==> src/rtl/nes_addr_mode_decoder_if.sv <==
// Fetch/decode bus between the 6502 addressing-mode decoder, its opcode memory
// and the downstream consumer of the decoded instruction.
interface nes_addr_mode_decoder_if;
   logic        fetch_req;
   logic [15:0] pc_in;
   logic        fetch_ready;
   logic        mem_rd;
   logic [15:0] mem_addr;
   logic [7:0]  mem_data;
   logic        decode_valid;
   logic        decode_ack;
   logic [7:0]  instruction;
   logic [15:0] operand;
   logic [1:0]  op_len;
   logic [15:0] next_pc;
   logic        immediate;
   logic        absolute;
   logic        zpg_absolute;
   logic        implied;
   logic        accumulator;
   logic        abs_indexed_x;
   logic        abs_indexed_y;
   logic        zpg_indexed_x;
   logic        zpg_indexed_y;
   logic        indirect;
   logic        indirect_x;
   logic        indirect_y;
   logic        relative;

   modport master (
      input  fetch_req, pc_in, mem_data, decode_ack,
      output fetch_ready, mem_rd, mem_addr, decode_valid, instruction, operand,
             op_len, next_pc, immediate, absolute, zpg_absolute, implied,
             accumulator, abs_indexed_x, abs_indexed_y, zpg_indexed_x,
             zpg_indexed_y, indirect, indirect_x, indirect_y, relative
   );

   modport slave (
      output fetch_req, pc_in, mem_data, decode_ack,
      input  fetch_ready, mem_rd, mem_addr, decode_valid, instruction, operand,
             op_len, next_pc, immediate, absolute, zpg_absolute, implied,
             accumulator, abs_indexed_x, abs_indexed_y, zpg_indexed_x,
             zpg_indexed_y, indirect, indirect_x, indirect_y, relative
   );
endinterface

==> src/rtl/nes_addr_mode_decoder.sv <==
// 6502 fetch/decode sequencer: reads opcode plus 0-2 operand bytes and presents
// one-hot addressing-mode flags, operand and next PC under a valid/ack handshake.
module nes_addr_mode_decoder (
   input logic                    clk,
   input logic                    rst,
   nes_addr_mode_decoder_if.master bus
);
   typedef enum logic [2:0] {
      IDLE, RD_OP, CAP_OP, RD_LO, CAP_LO, RD_HI, CAP_HI, DONE
   } state_e;

   typedef enum logic [3:0] {
      M_UNK, M_IMM, M_ABS, M_ZPG, M_IMP, M_ACC, M_ABX, M_ABY,
      M_ZPX, M_ZPY, M_IND, M_INX, M_INY, M_REL
   } mode_e;

   // Opcode is split into aaa/bbb/cc; cc selects which column table applies.
   function automatic mode_e decode_mode(input logic [7:0] op);
      logic [2:0] aaa;
      logic [2:0] bbb;
      mode_e      m;
      aaa = op[7:5];
      bbb = op[4:2];
      m   = M_UNK;
      case (op[1:0])
         2'b01: begin
            case (bbb)
               3'b000:  m = M_INX;
               3'b001:  m = M_ZPG;
               3'b010:  m = (op == 8'h89) ? M_UNK : M_IMM;
               3'b011:  m = M_ABS;
               3'b100:  m = M_INY;
               3'b101:  m = M_ZPX;
               3'b110:  m = M_ABY;
               3'b111:  m = M_ABX;
               default: m = M_UNK;
            endcase
         end
         2'b10: begin
            case (bbb)
               3'b000:  m = (op == 8'hA2) ? M_IMM : M_UNK;
               3'b001:  m = M_ZPG;
               3'b010:  m = (aaa < 3'd4) ? M_ACC : M_IMP;
               3'b011:  m = M_ABS;
               3'b101:  m = (aaa == 3'd4 || aaa == 3'd5) ? M_ZPY : M_ZPX;
               3'b110:  m = (op == 8'h9A || op == 8'hBA) ? M_IMP : M_UNK;
               3'b111:  m = (op == 8'hBE) ? M_ABY : M_ABX;
               default: m = M_UNK;
            endcase
         end
         2'b00: begin
            case (bbb)
               3'b000: begin
                  if (op == 8'h00 || op == 8'h40 || op == 8'h60) m = M_IMP;
                  else if (op == 8'h20)                          m = M_ABS;
                  else if (aaa >= 3'd5)                          m = M_IMM;
                  else                                           m = M_UNK;
               end
               3'b001:  m = (aaa == 3'd1 || aaa >= 3'd4) ? M_ZPG : M_UNK;
               3'b010:  m = M_IMP;
               3'b011: begin
                  if (op == 8'h6C)       m = M_IND;
                  else if (aaa != 3'd0)  m = M_ABS;
                  else                   m = M_UNK;
               end
               3'b100:  m = M_REL;
               3'b101:  m = (op == 8'h94 || op == 8'hB4) ? M_ZPX : M_UNK;
               3'b110:  m = M_IMP;
               3'b111:  m = (op == 8'hBC) ? M_ABX : M_UNK;
               default: m = M_UNK;
            endcase
         end
         default: m = M_UNK;
      endcase
      return m;
   endfunction

   function automatic logic [1:0] mode_len(input mode_e m);
      case (m)
         M_ABS, M_ABX, M_ABY, M_IND: return 2'd3;
         M_IMP, M_ACC, M_UNK:        return 2'd1;
         default:                    return 2'd2;
      endcase
   endfunction

   // Bit order matches the flag port order, immediate in bit 0.
   function automatic logic [12:0] mode_flags(input mode_e m);
      case (m)
         M_IMM:   return 13'b0_0000_0000_0001;
         M_ABS:   return 13'b0_0000_0000_0010;
         M_ZPG:   return 13'b0_0000_0000_0100;
         M_IMP:   return 13'b0_0000_0000_1000;
         M_ACC:   return 13'b0_0000_0001_0000;
         M_ABX:   return 13'b0_0000_0010_0000;
         M_ABY:   return 13'b0_0000_0100_0000;
         M_ZPX:   return 13'b0_0000_1000_0000;
         M_ZPY:   return 13'b0_0001_0000_0000;
         M_IND:   return 13'b0_0010_0000_0000;
         M_INX:   return 13'b0_0100_0000_0000;
         M_INY:   return 13'b0_1000_0000_0000;
         M_REL:   return 13'b1_0000_0000_0000;
         default: return 13'b0_0000_0000_0000;
      endcase
   endfunction

   state_e      state_r;
   mode_e       mode_r;
   logic [15:0] pc_r;
   logic        fetch_ready_r;
   logic        mem_rd_r;
   logic [15:0] mem_addr_r;
   logic        decode_valid_r;
   logic [7:0]  instruction_r;
   logic [15:0] operand_r;
   logic [1:0]  op_len_r;
   logic [15:0] next_pc_r;
   logic [12:0] flags_r;
   mode_e       mode_s;
   logic [1:0]  len_s;

   assign mode_s = decode_mode(bus.mem_data);
   assign len_s  = mode_len(mode_s);

   // Sequencer: one read per byte, data captured the cycle after each strobe.
   always_ff @(posedge clk) begin
      if (rst) begin
         state_r        <= IDLE;
         mode_r         <= M_UNK;
         pc_r           <= 16'h0000;
         fetch_ready_r  <= 1'b1;
         mem_rd_r       <= 1'b0;
         mem_addr_r     <= 16'h0000;
         decode_valid_r <= 1'b0;
         instruction_r  <= 8'h00;
         operand_r      <= 16'h0000;
         op_len_r       <= 2'd1;
         next_pc_r      <= 16'h0000;
         flags_r        <= 13'd0;
      end else begin
         case (state_r)
            IDLE: begin
               if (bus.fetch_req) begin
                  pc_r          <= bus.pc_in;
                  mem_rd_r      <= 1'b1;
                  mem_addr_r    <= bus.pc_in;
                  operand_r     <= 16'h0000;
                  fetch_ready_r <= 1'b0;
                  state_r       <= RD_OP;
               end else begin
                  fetch_ready_r <= 1'b1;
               end
            end
            RD_OP: begin
               mem_rd_r <= 1'b0;
               state_r  <= CAP_OP;
            end
            CAP_OP: begin
               instruction_r <= bus.mem_data;
               mode_r        <= mode_s;
               op_len_r      <= len_s;
               next_pc_r     <= pc_r + {14'd0, len_s};
               if (len_s == 2'd1) begin
                  state_r <= DONE;
               end else begin
                  mem_rd_r   <= 1'b1;
                  mem_addr_r <= pc_r + 16'd1;
                  state_r    <= RD_LO;
               end
            end
            RD_LO: begin
               mem_rd_r <= 1'b0;
               state_r  <= CAP_LO;
            end
            CAP_LO: begin
               operand_r[7:0] <= bus.mem_data;
               if (op_len_r == 2'd2) begin
                  state_r <= DONE;
               end else begin
                  mem_rd_r   <= 1'b1;
                  mem_addr_r <= pc_r + 16'd2;
                  state_r    <= RD_HI;
               end
            end
            RD_HI: begin
               mem_rd_r <= 1'b0;
               state_r  <= CAP_HI;
            end
            CAP_HI: begin
               operand_r[15:8] <= bus.mem_data;
               state_r         <= DONE;
            end
            DONE: begin
               // First DONE cycle raises valid; ack is honoured only once valid is seen.
               if (!decode_valid_r) begin
                  decode_valid_r <= 1'b1;
                  flags_r        <= mode_flags(mode_r);
               end else if (bus.decode_ack) begin
                  decode_valid_r <= 1'b0;
                  flags_r        <= 13'd0;
                  fetch_ready_r  <= 1'b1;
                  state_r        <= IDLE;
               end else begin
                  decode_valid_r <= 1'b1;
               end
            end
            default: begin
               state_r        <= IDLE;
               mem_rd_r       <= 1'b0;
               fetch_ready_r  <= 1'b1;
               decode_valid_r <= 1'b0;
               flags_r        <= 13'd0;
            end
         endcase
      end
   end

   assign bus.fetch_ready   = fetch_ready_r;
   assign bus.mem_rd        = mem_rd_r;
   assign bus.mem_addr      = mem_addr_r;
   assign bus.decode_valid  = decode_valid_r;
   assign bus.instruction   = instruction_r;
   assign bus.operand       = operand_r;
   assign bus.op_len        = op_len_r;
   assign bus.next_pc       = next_pc_r;
   assign bus.immediate     = flags_r[0];
   assign bus.absolute      = flags_r[1];
   assign bus.zpg_absolute  = flags_r[2];
   assign bus.implied       = flags_r[3];
   assign bus.accumulator   = flags_r[4];
   assign bus.abs_indexed_x = flags_r[5];
   assign bus.abs_indexed_y = flags_r[6];
   assign bus.zpg_indexed_x = flags_r[7];
   assign bus.zpg_indexed_y = flags_r[8];
   assign bus.indirect      = flags_r[9];
   assign bus.indirect_x    = flags_r[10];
   assign bus.indirect_y    = flags_r[11];
   assign bus.relative      = flags_r[12];
endmodule
==> src/flat_wrapper.sv <==
// flat-port wrapper written by rule: the top's interface ports become plain ports
module nes_addr_mode_decoder_flat 
  (clk, rst, bus_fetch_req, bus_pc_in, bus_mem_data, bus_decode_ack, bus_fetch_ready, bus_mem_rd, bus_mem_addr, bus_decode_valid, bus_instruction, bus_operand, bus_op_len, bus_next_pc, bus_immediate, bus_absolute, bus_zpg_absolute, bus_implied, bus_accumulator, bus_abs_indexed_x, bus_abs_indexed_y, bus_zpg_indexed_x, bus_zpg_indexed_y, bus_indirect, bus_indirect_x, bus_indirect_y, bus_relative);
  nes_addr_mode_decoder_if bus_i ();
  input logic clk;
  input logic rst;
  input wire logic [$bits(bus_i.fetch_req)-1:0] bus_fetch_req;
  input wire logic [$bits(bus_i.pc_in)-1:0] bus_pc_in;
  input wire logic [$bits(bus_i.mem_data)-1:0] bus_mem_data;
  input wire logic [$bits(bus_i.decode_ack)-1:0] bus_decode_ack;
  output wire logic [$bits(bus_i.fetch_ready)-1:0] bus_fetch_ready;
  output wire logic [$bits(bus_i.mem_rd)-1:0] bus_mem_rd;
  output wire logic [$bits(bus_i.mem_addr)-1:0] bus_mem_addr;
  output wire logic [$bits(bus_i.decode_valid)-1:0] bus_decode_valid;
  output wire logic [$bits(bus_i.instruction)-1:0] bus_instruction;
  output wire logic [$bits(bus_i.operand)-1:0] bus_operand;
  output wire logic [$bits(bus_i.op_len)-1:0] bus_op_len;
  output wire logic [$bits(bus_i.next_pc)-1:0] bus_next_pc;
  output wire logic [$bits(bus_i.immediate)-1:0] bus_immediate;
  output wire logic [$bits(bus_i.absolute)-1:0] bus_absolute;
  output wire logic [$bits(bus_i.zpg_absolute)-1:0] bus_zpg_absolute;
  output wire logic [$bits(bus_i.implied)-1:0] bus_implied;
  output wire logic [$bits(bus_i.accumulator)-1:0] bus_accumulator;
  output wire logic [$bits(bus_i.abs_indexed_x)-1:0] bus_abs_indexed_x;
  output wire logic [$bits(bus_i.abs_indexed_y)-1:0] bus_abs_indexed_y;
  output wire logic [$bits(bus_i.zpg_indexed_x)-1:0] bus_zpg_indexed_x;
  output wire logic [$bits(bus_i.zpg_indexed_y)-1:0] bus_zpg_indexed_y;
  output wire logic [$bits(bus_i.indirect)-1:0] bus_indirect;
  output wire logic [$bits(bus_i.indirect_x)-1:0] bus_indirect_x;
  output wire logic [$bits(bus_i.indirect_y)-1:0] bus_indirect_y;
  output wire logic [$bits(bus_i.relative)-1:0] bus_relative;
  assign bus_i.fetch_req = bus_fetch_req;
  assign bus_i.pc_in = bus_pc_in;
  assign bus_i.mem_data = bus_mem_data;
  assign bus_i.decode_ack = bus_decode_ack;
  assign bus_fetch_ready = bus_i.fetch_ready;
  assign bus_mem_rd = bus_i.mem_rd;
  assign bus_mem_addr = bus_i.mem_addr;
  assign bus_decode_valid = bus_i.decode_valid;
  assign bus_instruction = bus_i.instruction;
  assign bus_operand = bus_i.operand;
  assign bus_op_len = bus_i.op_len;
  assign bus_next_pc = bus_i.next_pc;
  assign bus_immediate = bus_i.immediate;
  assign bus_absolute = bus_i.absolute;
  assign bus_zpg_absolute = bus_i.zpg_absolute;
  assign bus_implied = bus_i.implied;
  assign bus_accumulator = bus_i.accumulator;
  assign bus_abs_indexed_x = bus_i.abs_indexed_x;
  assign bus_abs_indexed_y = bus_i.abs_indexed_y;
  assign bus_zpg_indexed_x = bus_i.zpg_indexed_x;
  assign bus_zpg_indexed_y = bus_i.zpg_indexed_y;
  assign bus_indirect = bus_i.indirect;
  assign bus_indirect_x = bus_i.indirect_x;
  assign bus_indirect_y = bus_i.indirect_y;
  assign bus_relative = bus_i.relative;
  nes_addr_mode_decoder u_core (.clk(clk), .rst(rst), .bus(bus_i));
endmodule
==> config.mk <==
export PLATFORM = sky130hd
export DESIGN_NAME = nes_addr_mode_decoder_flat
export DESIGN_NICKNAME = d
export VERILOG_FILES = /design/src/rtl/nes_addr_mode_decoder_if.sv /design/src/rtl/nes_addr_mode_decoder.sv /design/src/flat_wrapper.sv
export SDC_FILE = /design/constraint.sdc
export NUM_CORES = 1
export LEC_CHECK = 0
export ABC_AREA = 1
export BUFFER_PORTS_ARGS = -buffer_cell sky130_fd_sc_hd__buf_2
export CAP_MARGIN = 20
export CORE_AREA = 4 4 124 126
export DETAILED_ROUTE_END_ITERATION = 8
export DIE_AREA = 0 0 128 130
export PLACE_DENSITY = 0.57
export SKIP_CTS_REPAIR_TIMING = 1
export SLEW_MARGIN = 20
export SYNTH_ARGS = -nofsm -noshare
export SYNTH_HDL_FRONTEND = slang
export SYNTH_SLANG_ARGS = --single-unit
==> constraint.sdc <==
create_clock -name clk -period 7 [get_ports clk]
set_clock_uncertainty 0.15 [all_clocks]
set_input_delay 1.4 -clock clk [delete_from_list [all_inputs] [get_ports clk]]
set_output_delay 1.4 -clock clk [all_outputs]
set_load 0.03 [all_outputs]
# --- Word-level counts from Yosys, hierarchy flattened ---
# Memory sizes are Yosys's and may differ from the RTL's. A register that Yosys moved wholly into a read port is not among the register bits.
# Cells that the tools add are included.
totals:
  rom_bits: 208
  output_inout_bits: 74
  reg_bits: 97
  mem_count: 1
  word_cells: 140
classes:
  n_lt_le_gt_ge: 3
  eq_ne: 45
  muxes: 46
  add_sub_neg: 3
  n_reduce_logical: 29
mem_list:
  columns: ["memory", "depth", "width", "read_ports", "rd_clocked_by_memory_dff", "write_ports", "line", "rtl"]
  rows:
  - ["(name not given)", 16, 13, 1, 1, 0, "nes_addr_mode_decoder.sv:88", "case (m)"]
ops:
  columns: ["op", "n"]
  rows:
  - ["$eq A8 B8 Y1 const B", 8]
  - ["$mux W16", 4]
  - ["$pmux W4 S7", 2]
  - ["$pmux W16 S3", 1]
  - ["$pmux W4 S8", 1]
  - ["$pmux W8 S2", 2]
  - ["$eq A3 B3 Y1 const B", 10]
  - ["$mux W13", 2]
  - ["$eq A8 B7 Y1 const B", 3]
  - ["$mux W4", 6]
  - ["$pmux W3 S8", 1]
  - ["$mux W3", 6]
  - ["$add A16 B1 Y16 const B", 1]
  - ["$add A16 B2 Y16", 1]
  - ["$add A16 B2 Y16 const B", 1]
  - ["$eq A4 B3 Y1 const B", 4]
  - ["$mux W1", 14]
  - ["$eq A3 B2 Y1 const B", 4]
  - ["$pmux W4 S3", 1]
  - ["$ne A2 B2 Y1 const B", 5]
  - ["$eq A3 B1 Y1 const B", 3]
  - ["$eq A8 B6 Y1 const B", 1]
  - ["$logic_not A8 Y1", 1]
  - ["$reduce_and A2 Y1", 4]
  - ["23 further kinds", 40]

# --- Depth between registers and ports, before layout ---
# Gate-level depths: netlist (run 1).
logic_depth:
  word_depth: 12
  ltp_mapped: 25

# --- Least setup slack after synthesis (run 1) ---
# Ideal clock, no wire load.
synth_timing:
  path_type: "input port to flip-flop"
  startpoint: "input bus_mem_data[3]"
  endpoint: "register u_core.next_pc_r[12], in the netlist u_core.bus.next_pc[12]"
  arrival_time_ps: 3787
  t_required_ps: 6733
  cell_stages: 21
  slack_ps: 2945
  path_cell_list: "buf_6 > nor2_4 > nand2_1 > nand2_1 > inv_1 > nand2_1 > a21oi_1 > nor2_2 > nand2_1 > nor2_1 > inv_1 > nand2_1 > ha_1 > inv_1 > fa_1 > nor3_1 > nand2_1 > nand2_1 > nand2_1 > o221ai_1 > inv_1"
synth_via:
  elab_chain_len: 10
  word_cells_on_any_way: 50
synth_lines:
  columns: ["element", "line", "rtl"]
  rows:
  - ["start, declared", "flat_wrapper.sv:9", "input wire logic [$bits(bus_i.mem_data)-1:0] bus_mem_data;"]
  - ["$eq A8 B7 Y1 / $logic_not A8 Y1 (equally long branches)", "nes_addr_mode_decoder.sv:54", "if (op == 8'h00 || op == 8'h40 || op == 8'h60) m = M_IMP;"]
  - ["$logic_or A1 B1 Y1 (2 in a row)", "nes_addr_mode_decoder.sv:54", null]
  - ["$mux W4", "nes_addr_mode_decoder.sv:54", null]
  - ["$pmux W4 S7", "nes_addr_mode_decoder.sv:52", "case (bbb)"]
  - ["$pmux W4 S3 *", "nes_addr_mode_decoder.sv:25", "case (op[1:0])"]
  - ["$eq A4 B2 Y1, or another cell as far along", "nes_addr_mode_decoder.sv:79", "case (m)"]
  - ["$reduce_or A4 Y1 / $reduce_or A3 Y1 (equally long branches)", "nes_addr_mode_decoder.sv:79", null]
  - ["$pmux W2 S2 *", "nes_addr_mode_decoder.sv:79", null]
  - ["named net u_core.len_s[1]", "nes_addr_mode_decoder.sv:119", "logic [1:0] len_s;"]
  - ["$add A16 B2 Y16 *", "nes_addr_mode_decoder.sv:161", "next_pc_r <= pc_r + {14'd0, len_s};"]
  - ["end signal, assigned", "nes_addr_mode_decoder.sv:161", null]
  - ["end, declared", "nes_addr_mode_decoder.sv:116", "logic [15:0] next_pc_r;"]
# Mark *: on every way through the listed nets, which the timed path passes. The rest lies on a longest branch.
# A chain may end at the register's enable or synchronous reset.

# --- Worst setup path in the final report (run 1) ---
layout_timing:
  startpoint: "input bus_mem_data[4]"
  endpoint: "register u_core.next_pc_r[12], in the netlist u_core.bus.next_pc[12]"
# The elaborated chain is that of the path after synthesis.

==> impl_results.md, run 1 <==
- Initial antenna violation count: 0
- Wire length per cell: 14.14 microns
- Crit path kind: primary input to flip-flop
- Crit-path most repeated cell: nand2_1
- Max-slew violation count: 0
- Core region area: 0.01431 sq mm
- Crit Reg-Reg Endpoint: u_core.bus.mem_addr[11]
- GRT met1 Usage: 23.28%
- Comb pwr share: 30.0%
- Status: finished clean
- Switching fraction of total power: 39.05%
- Net Sw Power: 0.0007185 W
- Post-Syn Area: 0.005592 sq mm
- Crit path DAT: 4.30 ns
- Final wirelength: 15,570 microns
- Layout Nets: 945
- GRT met3 Usage: 4.544%
- Hold slack: 0.3027 ns
- CP max stage cell: fa_1
- Clock-pin slew on the worst setup and hold paths: 0.08 ns
- RSZ-0062 raised after global routing: no
- TritonCTS clock tree: yes
- Worst-case vdd ir drop: 0.0001239 V
- Post-route setup TNS: 0 ns
- Largest net degree at the start of global routing: 55
- CTS Buf Count: 9
- GRT Residual Overflow: 0
- Pint: 0.001121 W
- Initial core utilization: 39.06%
- Worst Path Required: 7.11 ns
- Post-route ant nets: 0
- Die X: 128 microns
- Busiest grt layer: met2
- DRC: 0
- CP endpoint kind: flip-flop
- CP endpoint: u_core.bus.next_pc[12]
- GP Congestion: 0.9015
- Cell count after synthesis: 836
- Worst-skew pair later-pin latency: 0.37 ns
- Lkg Pwr: 3.105 nW
- Worst R2R Path Depth: 9
- First-pass GRT wire length: 25,340 microns
- Clock Sinks: 110
- Hpwl dp: 11,390 microns
- Clock Power Share: 28.8%
- Post-synth top area share: 39.38%
- Total track usage: 19.02%
- CP peak stage delay: 0.47 ns
- Cell taking the most area after synthesis: dfxtp_1
- Cell Pwr Density: 285.0 mW/mm^2
- Root Buffer: clkbuf_16
- Hold crit path type: flip-flop to flip-flop
- Diode count: 0
- Top cells by area, synth: dfxtp_1, nand2_1, nor2_1, a21oi_1, inv_1
- Crit path buf inv count: 6
- Synth Warn #: 0
- Min Tclk post-route: 4.193 ns
- Unique masters post-synth: 38
- Die ar.: 0.01664 sq mm
- Fin crit share: 59.89%
- MaxCap Viol Count: 0
- Kind of cell adding the most delay to the critical path: simple AND/OR/NAND/NOR gates
- Fmax: 238.5 MHz
- Yosys reg bits: 110
- Longest Clk Path Bufs: 2
- Net Count, Synth: 869
- Met2 usage: 33.39%
- WP depth: 22
- Drt pass-1 iters: 5
- Reg2Reg Setup Slack: 4.17 ns
- Vias per cell: 4.941
- Die H: 130 microns
- Final Setup Violations: 0
- Seq pwr share: 41.2%
- Total vias in the final route: 5,440
- Setup crit start kind: primary input
- Max Fanout on Critical Path: 12
- Vias in the first global route: 5,105
- Synthesis-to-finish area growth: 15.46%
- Post-synthesis sequential area ratio: 39.38%
- Std cell rows: 44
- I/O pins: 102
- Reg-to-reg startpoint: u_core.state_r[2]
- Syn Area/Cell: 6.689 sq um
- I/O Buffers: 101
- Critical-path cell list: buf_2 -> inv_1 -> nand2_1 -> nand2_1 -> o21ai_0 -> nand2_1 -> nand3_1 -> inv_2 -> nand2_4 -> nand2_1 -> nor2_1 -> inv_1 -> nand2_1 -> ha_1 -> inv_1 -> fa_1 -> nor3_1 -> nand2_1 -> nand2_1 -> nand2_1 -> o221ai_1 -> inv_1
- Layout cells sized above 1: 17.34%
- Number of H-tree levels: 3
- DR iter-0 viols: 303
- Final Hold Viols: 0
- Slew @ Worst Pin: 1.014 ns
- Max-slew headroom: 32.39%
- CP startpoint: bus_mem_data[4]
## placed cells by master, fill, tap and decap left out, drive strengths merged
cell,instances
clkinv,5
xor2,12
nand4,23
o21bai,1
nor3b,2
a211oi,3
inv,103
nand3,39
dfxtp,110
o21ba,1
nor4,1
o31ai,2
buf,104
a21oi,76
clkbuf,9
clkinvlp,1
nor3,10
o211ai,2
o221ai,2
o21ai,58
fa,1
nand2,212
o22ai,1
nor2,132
a221oi,3
ha,4
## cells in the mapped netlist, drive strengths merged
library cell  number
ha                 4
inv              102
nor2             132
clkbuf            20
a21oi             76
a221oi             3
nand3             39
o21bai             1
o31ai              2
o22ai              1
o211ai             2
nor4               1
nor3              10
nand4             23
a211oi             3
nand2            212
dfxtp            110
xor2              12
nor3b              2
o21ai             58
o21ba              1
fa                 1
o221ai             2
buf               19
## tightest hold or removal path, cell delays in order, from the launching register on
cell and delay (ns):
dfxtp_1 0.30, nand2_1 0.05, a21oi_1 0.06
## stage by stage
step | worst slack [ns] | cells | power (W) | utilization (%) | instance area [sq um]
floorplan | 2.945 | 836 | 0.001190 | - | 5592
global placement | 2.483 | 1085 | 0.001331 | 42.88 | 6138
detailed placement | 2.428 | 1085 | 0.001331 | 42.88 | 6138
CTS | 2.811 | 1101 | 0.001865 | 45.10 | 6456
global route | 2.419 | 1101 | 0.001958 | 45.10 | 6456
finish | 2.807 | 1101 | 0.001840 | 45.10 | 6456
## kinds of logic after synthesis
family | synth area share [%]
fa+ha+maj | 1.253
flops | 39.38
simple gates | 32.54
xor+xnor | 1.880
compound gates | 14.28
buf+inv | 10.67
## per-layer routing
layer	share of wire, %	routed length, microns
met2	49	7665
met1	44	6825
met3	5.2	811
met5	0	0
met4	1.7	267
## final cells by class
type / instances / area (sq um)
clock buffers: 9 / 225.2
clock inverters: 7 / 92.59
fillers: 1595 / 7858
inverters: 102 / 385.4
multi-input cells: 585 / 2793
flip-flops and latches: 110 / 2202
well taps: 184 / 230.2
repair buffers: 104 / 528.0
## power by group through the flow
stage / Combinational, W / Clock [W] / Sequential, W
3_3_place_gp: 0.000559 / 0 / 0.000771
5_1_grt: 0.000619 / 0.000570 / 0.000769
4_1_cts: 0.000561 / 0.000547 / 0.000757
2_1_floorplan: 0.000329 / 0 / 0.000861
6_report: 0.000552 / 0.000530 / 0.000758
3_5_place_dp: 0.000559 / 0 / 0.000772
## how the worst min path moves through the flow
stage / start / endpoint / slack [ns] / cells after the start
after global routing: flip-flop / u_core.flags_r[5] / 0.32 / 2
after global placement: flip-flop / u_core.flags_r[1] / 0.29 / 2
after detailed placement: flip-flop / u_core.flags_r[1] / 0.29 / 2
after floorplan: flip-flop / u_core.flags_r[0] / 0.28 / 2
after CTS: flip-flop / u_core.flags_r[5] / 0.31 / 2
final: flip-flop / u_core.flags_r[2] / 0.30 / 2
Note: power is estimated with default switching activity, not from simulation.
==> run 2, diff against run 1 <==
- clock period: 7 -> 4 ns (I/O delays scaled with it)
==> run 2 against run 1 <==
  * Setup slack worse by 2.4 ns
  * Global-route usage up 0.40 points
  * Core utilization about the same
  * Via count about the same
  * Critical path depth down 1
  * Total power up 73%
  * Non-clock buffer count up 3
  * Critical endpoint unchanged
  * Combinational power up 75%
  * First-iteration DRC count down 8.6%
  * Sequential share of layout area about the same
  * Die area unchanged
==> impl_results.md, run 2 (synthesis gave the netlist of run 1 again) <==
- Wire length per cell: 14.19 microns (+0.33%)
- Layout Nets: 948 (+0.32%)
- Area post-placement: 0.006153 sq mm (+0.24%)
- Total track usage: 19.41% (+0.40 points)
- First-pass GRT wire length: 25,930 microns (+2.3%)
- Most frequent cells in the layout: nand2_1, nor2_1, dfxtp_1
- Fin crit share: 88.73%
- Std cell rows: 44 (unchanged)
- Worst Path Required: 4.10 ns (-3.01 ns)
- Slew @ Worst Pin: 0.6607 ns (-0.3534 ns)
- Clock Sinks: 110 (unchanged)
- CP peak stage delay: 0.48 ns (about the same)
- Clock Power Share: 28.2% (-0.6 points)
- Total vias in the final route: 5,442 (+0.037%)
- Largest net degree at the start of global routing: 48 (-13%)
- DRC: 0 (unchanged)
- Net Sw Power: 0.001235 W (+72%)
- Crit path kind: primary input to flip-flop
- Total Power: 0.003192 W (+73%)
- Die X: 128 microns (unchanged)
- Worst-skew pair later-pin latency: 0.36 ns (about the same)
- Number of H-tree levels: 3 (unchanged)
- Fmax: 281.7 MHz
- I/O Buffers: 101 (unchanged)
- Layout cells sized above 1: 17.50% (+0.16 points)
- Max Fanout on Critical Path: 12 (unchanged)
- Vias in the first global route: 5,247 (+2.8%)
- Root Buffer: clkbuf_16
- Longest Clk Path Bufs: 2 (unchanged)
- TritonCTS clock tree: yes
- Diode count: 0 (unchanged)
- Initial antenna violation count: 0 (unchanged)
- Most common cell after layout, fill and taps aside: nand2_1
- Vias per cell: 4.929 (-0.24%)
- Post-route setup TNS: 0 ns (unchanged)
- Comb pwr share: 30.3% (+0.3 points)
- Post-route ant nets: 0 (unchanged)
- MaxCap Viol Count: 0 (unchanged)
- Cell Pwr Density: 494.7 mW/mm^2 (+74%)
- Placed insts: 1,087 (+0.18%)
- Die ar.: 0.01664 sq mm (unchanged)
- Final wirelength: 15,660 microns (+0.60%)
- Clock-pin slew on the worst setup and hold paths: 0.08 ns (about the same)
- Layout Cells excl Fill: 1,104 (+0.27%)
- Min Tclk post-route: 3.549 ns
- RSZ-0062 raised after global routing: no
- I/O pins: 102 (unchanged)
- Seq pwr share: 41.4% (+0.2 points)
- GP Congestion: 0.9164 (+1.7%)
- Status: finished clean
- Initial core utilization: 39.06% (unchanged)
- Design Area, Final: 0.006452 sq mm (about the same)
- Hold crit path type: flip-flop to flip-flop
- Pint: 0.001957 W (+75%)
- DR iter-0 viols: 277 (-8.6%)
- CP max stage cell: fa_1
- Max-slew headroom: 55.90% (+24 points)
- Switching fraction of total power: 38.69% (-0.36 points)
- Drt pass-1 iters: 5 (unchanged)
- Worst-case vdd ir drop: 0.0002471 V (+99%)
- Hpwl dp: 11,530 microns (+1.2%)
- Final Hold Viols: 0 (unchanged)
- Critical-path cell list: buf_2 -> nor2_4 -> nand2_1 -> nand2_1 -> inv_1 -> nand2_1 -> a21oi_1 -> nor2_2 -> nand2_1 -> nor2_1 -> inv_1 -> nand2_1 -> ha_1 -> inv_1 -> fa_1 -> nor3_1 -> nand2_1 -> nand2_1 -> nand2_1 -> o221ai_1 -> inv_1
- Crit-path most repeated cell: nand2_1
- Synthesis-to-finish area growth: 15.39% (about the same)
- Max-slew violation count: 0 (unchanged)
- CP endpoint kind: flip-flop
- Lkg Pwr: 3.112 nW (+0.25%)
- Die H: 130 microns (unchanged)
- Crit path DAT: 3.65 ns (-0.65 ns)
- CTS Buf Count: 9 (unchanged)
- GRT Residual Overflow: 0 (unchanged)
- Setup crit start kind: primary input
- Core region area: 0.01431 sq mm (unchanged)
- Final Setup Violations: 0 (unchanged)
run 2: cell types whose count changed in the layout (fill, tap and decap cells not counted):
cell	previous run	this run
buf_2	101	102
clkbuf_1	0	1
clkinvlp_4	1	0
clkinv_8	4	1
buf_4	3	5
inv_8	1	2
inv_6	0	2
run 2: worst paths after layout:
path / cells past startpoint / endpoint / startpoint / slack (ns)
worst max-delay path: 21 / u_core.bus.next_pc[12] / bus_mem_data[2] / 0.45
worst min-delay path: 2 / u_core.flags_r[1] / flip-flop / 0.30
worst max register to register: 11 / u_core.bus.mem_addr[13] / u_core.state_r[2] / 1.14
worst min register to register: 2 / u_core.flags_r[1] / flip-flop / 0.30
run 2: stage by stage:
step	hold WS, ns	utilization (%)	worst slack [ns]
6_report	0.3024	45.08	0.4506
3_3_place_gp	0.2909	42.99	0.1376
2_1_floorplan	0.2791	-	0.5453
3_5_place_dp	0.2933	42.99	0.08098
5_1_grt	0.3185	45.08	0.1426
4_1_cts	0.3045	45.04	0.4592
run 2: cell type report:
type                    count  area, sq um
inverters                 102        385.4
flip-flops and latches    110         2202
multi-input cells         585         2793
repair buffers            107        548.0
clock inverters             6        65.06
clock buffers              10        229.0
well taps                 184        230.2
fillers                  1567         7861
run 2: per-layer routing:
metal / vias to the layer above / global-route usage [%] / routed length, microns
met4: 0 / 4.931 / 181
met1: 2452 / 23.73 / 6802
met3: 16 / 5.239 / 941
met2: 141 / 34.01 / 7738
met5: - / 0 / 0
li1: 2833 / - / -
run 2: worst max-delay path, delay by kind of cell:
kind                     cells  cell delay (ns)
adder cells (fa/ha/maj)      2             0.64
AND/OR/NAND/NOR             12             1.51
buffers and inverters        5             0.46
AO/OA/AOI/OAI                2             0.22
run 2: power by group through the flow:
stage	clock [W]	sequential [W]	combinational (W)
after global routing	0.000973	0.00134	0.00109
after detailed placement	0	0.00135	0.000977
final	0.000902	0.00132	0.000968
after global placement	0	0.00135	0.000978
after floorplan	0	0.00151	0.000575
after CTS	0.000932	0.00132	0.000981
==> run 3, diff against run 2 <==
==> constraint.sdc (replaced) <==
create_clock -name clk -period 4.2 [get_ports clk]
set_clock_uncertainty 0.15 [all_clocks]
set_input_delay 0.21 -clock clk [delete_from_list [all_inputs] [get_ports clk]]
set_output_delay 0.21 -clock clk [all_outputs]
set_load 0.03 [all_outputs]
==> run 3 against run 2 <==
  * The run now ends with negative hold slack left
  * Total power shrank 3.3%
  * Register-to-register slack improved by 0.24 ns
  * Sequential power is 5% lower
  * Combinational power decreased by 4.8%
  * Largest power group unchanged
  * Setup slack better by 0.37 ns
  * Via count fell by 0.85%
  * Wire length rose by 0.31%
  * Highest routed layer unchanged
==> impl_results.md, run 3 (synthesis gave the netlist of run 1 again) <==
- Largest net degree at the start of global routing: 55 (+15%)
- Multi-input gate area: 0.002793 sq mm (unchanged)
- First-pass GRT wire length: 25,420 microns (-2.0%)
- Met2 usage: 33.49% (-0.52 points)
- Longest Clk Path Bufs: 2 (unchanged)
- Worst-case vdd ir drop: 0.0002289 V (-7.4%)
- Area post-placement: 0.006138 sq mm (-0.24%)
- Fillers: 1,551 (-1.0%)
- Crit-path most repeated cell: nand2_1
- Min Tclk post-route: 3.379 ns
- GRT met1 Usage: 23.31% (-0.42 points)
- Post-route setup TNS: 0 ns (unchanged)
- Max Fanout on Critical Path: 5 (-7)
- Layout Nets: 948 (unchanged)
- Most common cell after layout, fill and taps aside: nand2_1
- Max-slew violation count: 0 (unchanged)
- Worst R2R Path Depth: 9 (-2)
- Die X: 128 microns (unchanged)
- Initial core utilization: 39.06% (unchanged)
- Hold slack: -0.01435 ns (-0.3168 ns)
- CP startpoint: bus_mem_data[0]
- Crit Reg-Reg Endpoint: u_core.bus.mem_addr[13]
- Clock Sinks: 110 (unchanged)
- Clock-pin slew on the worst setup and hold paths: 0.08 ns (about the same)
- Vias in the first global route: 5,040 (-3.9%)
- Fmax: 295.9 MHz
- CP max stage cell: dlygate4sd3_1
- Initial antenna violation count: 0 (unchanged)
- Reg2Reg Setup Slack: 1.38 ns (+0.24 ns)
- Root Buffer: clkbuf_16
- Most frequent cells in the layout: nand2_1, nor2_1, dfxtp_1
- Number of H-tree levels: 3 (unchanged)
- FF+latch area: 0.002202 sq mm (unchanged)
- CP peak stage delay: 0.53 ns (+0.05 ns)
- Wire length per cell: 14.23 microns (+0.31%)
- Worst Path Required: 4.31 ns (+0.21 ns)
- Synthesis-to-finish area growth: 16.11%
- Hold Path End: u_core.pc_r[6]
- Final wirelength: 15,710 microns (+0.31%)
- Vias per cell: 4.888 (-0.85%)
- Diode count: 0 (unchanged)
- TritonCTS clock tree: yes
- Total track usage: 19.20% (-0.21 points)
- Worst Hold Launch: bus_pc_in[6]
- Std cell rows: 44 (unchanged)
- Crit path DAT: 3.48 ns (-0.17 ns)
- Final Hold Viols: 2 (+2)
- GP Congestion: 0.9161 (about the same)
- Critical-path cell list: dlygate4sd3_1 -> buf_2 -> nor2_1 -> nand2_1 -> o21ai_0 -> nand2_1 -> nand3_1 -> inv_2 -> nand2_4 -> nand2_1 -> nor2_1 -> inv_1 -> nand2_1 -> ha_1 -> inv_1 -> fa_1 -> nor3_1 -> nand2_1 -> nand2_1 -> nand2_1 -> o221ai_1 -> inv_1
- Hold crit path type: primary input to flip-flop
- Drt pass-1 iters: 4 (-1)
- I/O Buffers: 101 (unchanged)
- Busiest grt layer: met2
- Design Area, Final: 0.006492 sq mm (+0.62%)
- GRT Residual Overflow: 0 (unchanged)
- Cell Pwr Density: 475.3 mW/mm^2 (-3.9%)
- Placed insts: 1,085 (-0.18%)
- Post-route ant nets: 0 (unchanged)
- MaxCap Viol Count: 0 (unchanged)
- Reg-to-reg startpoint: u_core.state_r[2]
- Setup crit start kind: primary input
- Lkg Pwr: 3.123 nW (+0.34%)
- DRC: 0 (unchanged)
- DR iter-0 viols: 333 (+20%)
- Hpwl dp: 11,460 microns (-0.56%)
- Worst-skew pair later-pin latency: 0.36 ns (about the same)
- I/O pins: 102 (unchanged)
- RSZ-0062 raised after global routing: no
- Layout cells sized above 1: 17.28% (-0.22 points)
- Slew @ Worst Pin: 0.9570 ns (+0.2963 ns)
- Die H: 130 microns (unchanged)
- Core region area: 0.01431 sq mm (unchanged)
- Status: complete, but fails checks
- Fin crit share: 80.46%
- Layout Cells excl Fill: 1,104 (unchanged)
- Crit path kind: primary input to flip-flop
- Die ar.: 0.01664 sq mm (unchanged)
- Final Setup Violations: 0 (unchanged)
- Total vias in the final route: 5,396 (-0.85%)
- CTS Buf Count: 9 (unchanged)
- Max-slew headroom: 36.20% (-20 points)
- GRT met3 Usage: 5.035% (-0.20 points)
- Failing checks: negative hold slack
- CP endpoint kind: flip-flop
- Worst Hold Depth: 3 (+1)
[run 3: stage by stage]
step / hold slack (ns) / total power (W) / util [%] / worst slack (ns)
floorplan: 0.1949 / 0.001983 / - / 1.335
global placement: 0.2925 / 0.002218 / 42.88 / 0.8748
detailed placement: 0.2923 / 0.002216 / 42.88 / 0.8109
CTS: -0.06796 / 0.003128 / 45.15 / 1.191
global route: 0.01373 / 0.003278 / 45.36 / 0.4725
finish: -0.01435 / 0.003086 / 45.36 / 0.8208
[run 3: how the worst max path moves through the flow]
| stage | to |
|---|---|
| after floorplan | u_core.bus.next_pc[12] |
| after global placement | u_core.bus.next_pc[12] |
| after detailed placement | u_core.bus.next_pc[12] |
| after CTS | u_core.bus.next_pc[12] |
| after global routing | u_core.bus.next_pc[12] |
| final | u_core.bus.next_pc[12] |
[run 3: final cells by class]
type | instances | area share, %
Sequential cell | 110 | 33.92
Inverter | 102 | 5.936
Clock buffer | 9 | 3.469
Clock inverter | 7 | 1.522
Tap cell | 184 | 3.546
Timing Repair Buffer | 107 | 8.595
Multi-Input combinational cell | 585 | 43.01
[run 3: critical path: cells and delay by family]
family,cells,cell delay (ns)
compound gates,2,0.25
fa+ha+maj,2,0.63
buf+inv,6,0.93
simple gates,12,1.46
[run 3: per-layer routing]
| layer | vias up | share of wire [%] |
|---|---|---|
| met4 | 0 | 2.3 |
| met2 | 117 | 49 |
| met5 | - | 0 |
| li1 | 2824 | - |
| met3 | 23 | 5.1 |
| met1 | 2432 | 44 |
[run 3: where the power goes]
part           leakage (nW)  switching (W)  total, W  internal [W]
Combinational          2.07       0.000649  0.000922      0.000273
Sequential            0.899      0.0000919   0.00126       0.00117
Clock                 0.154       0.000470  0.000903      0.000433
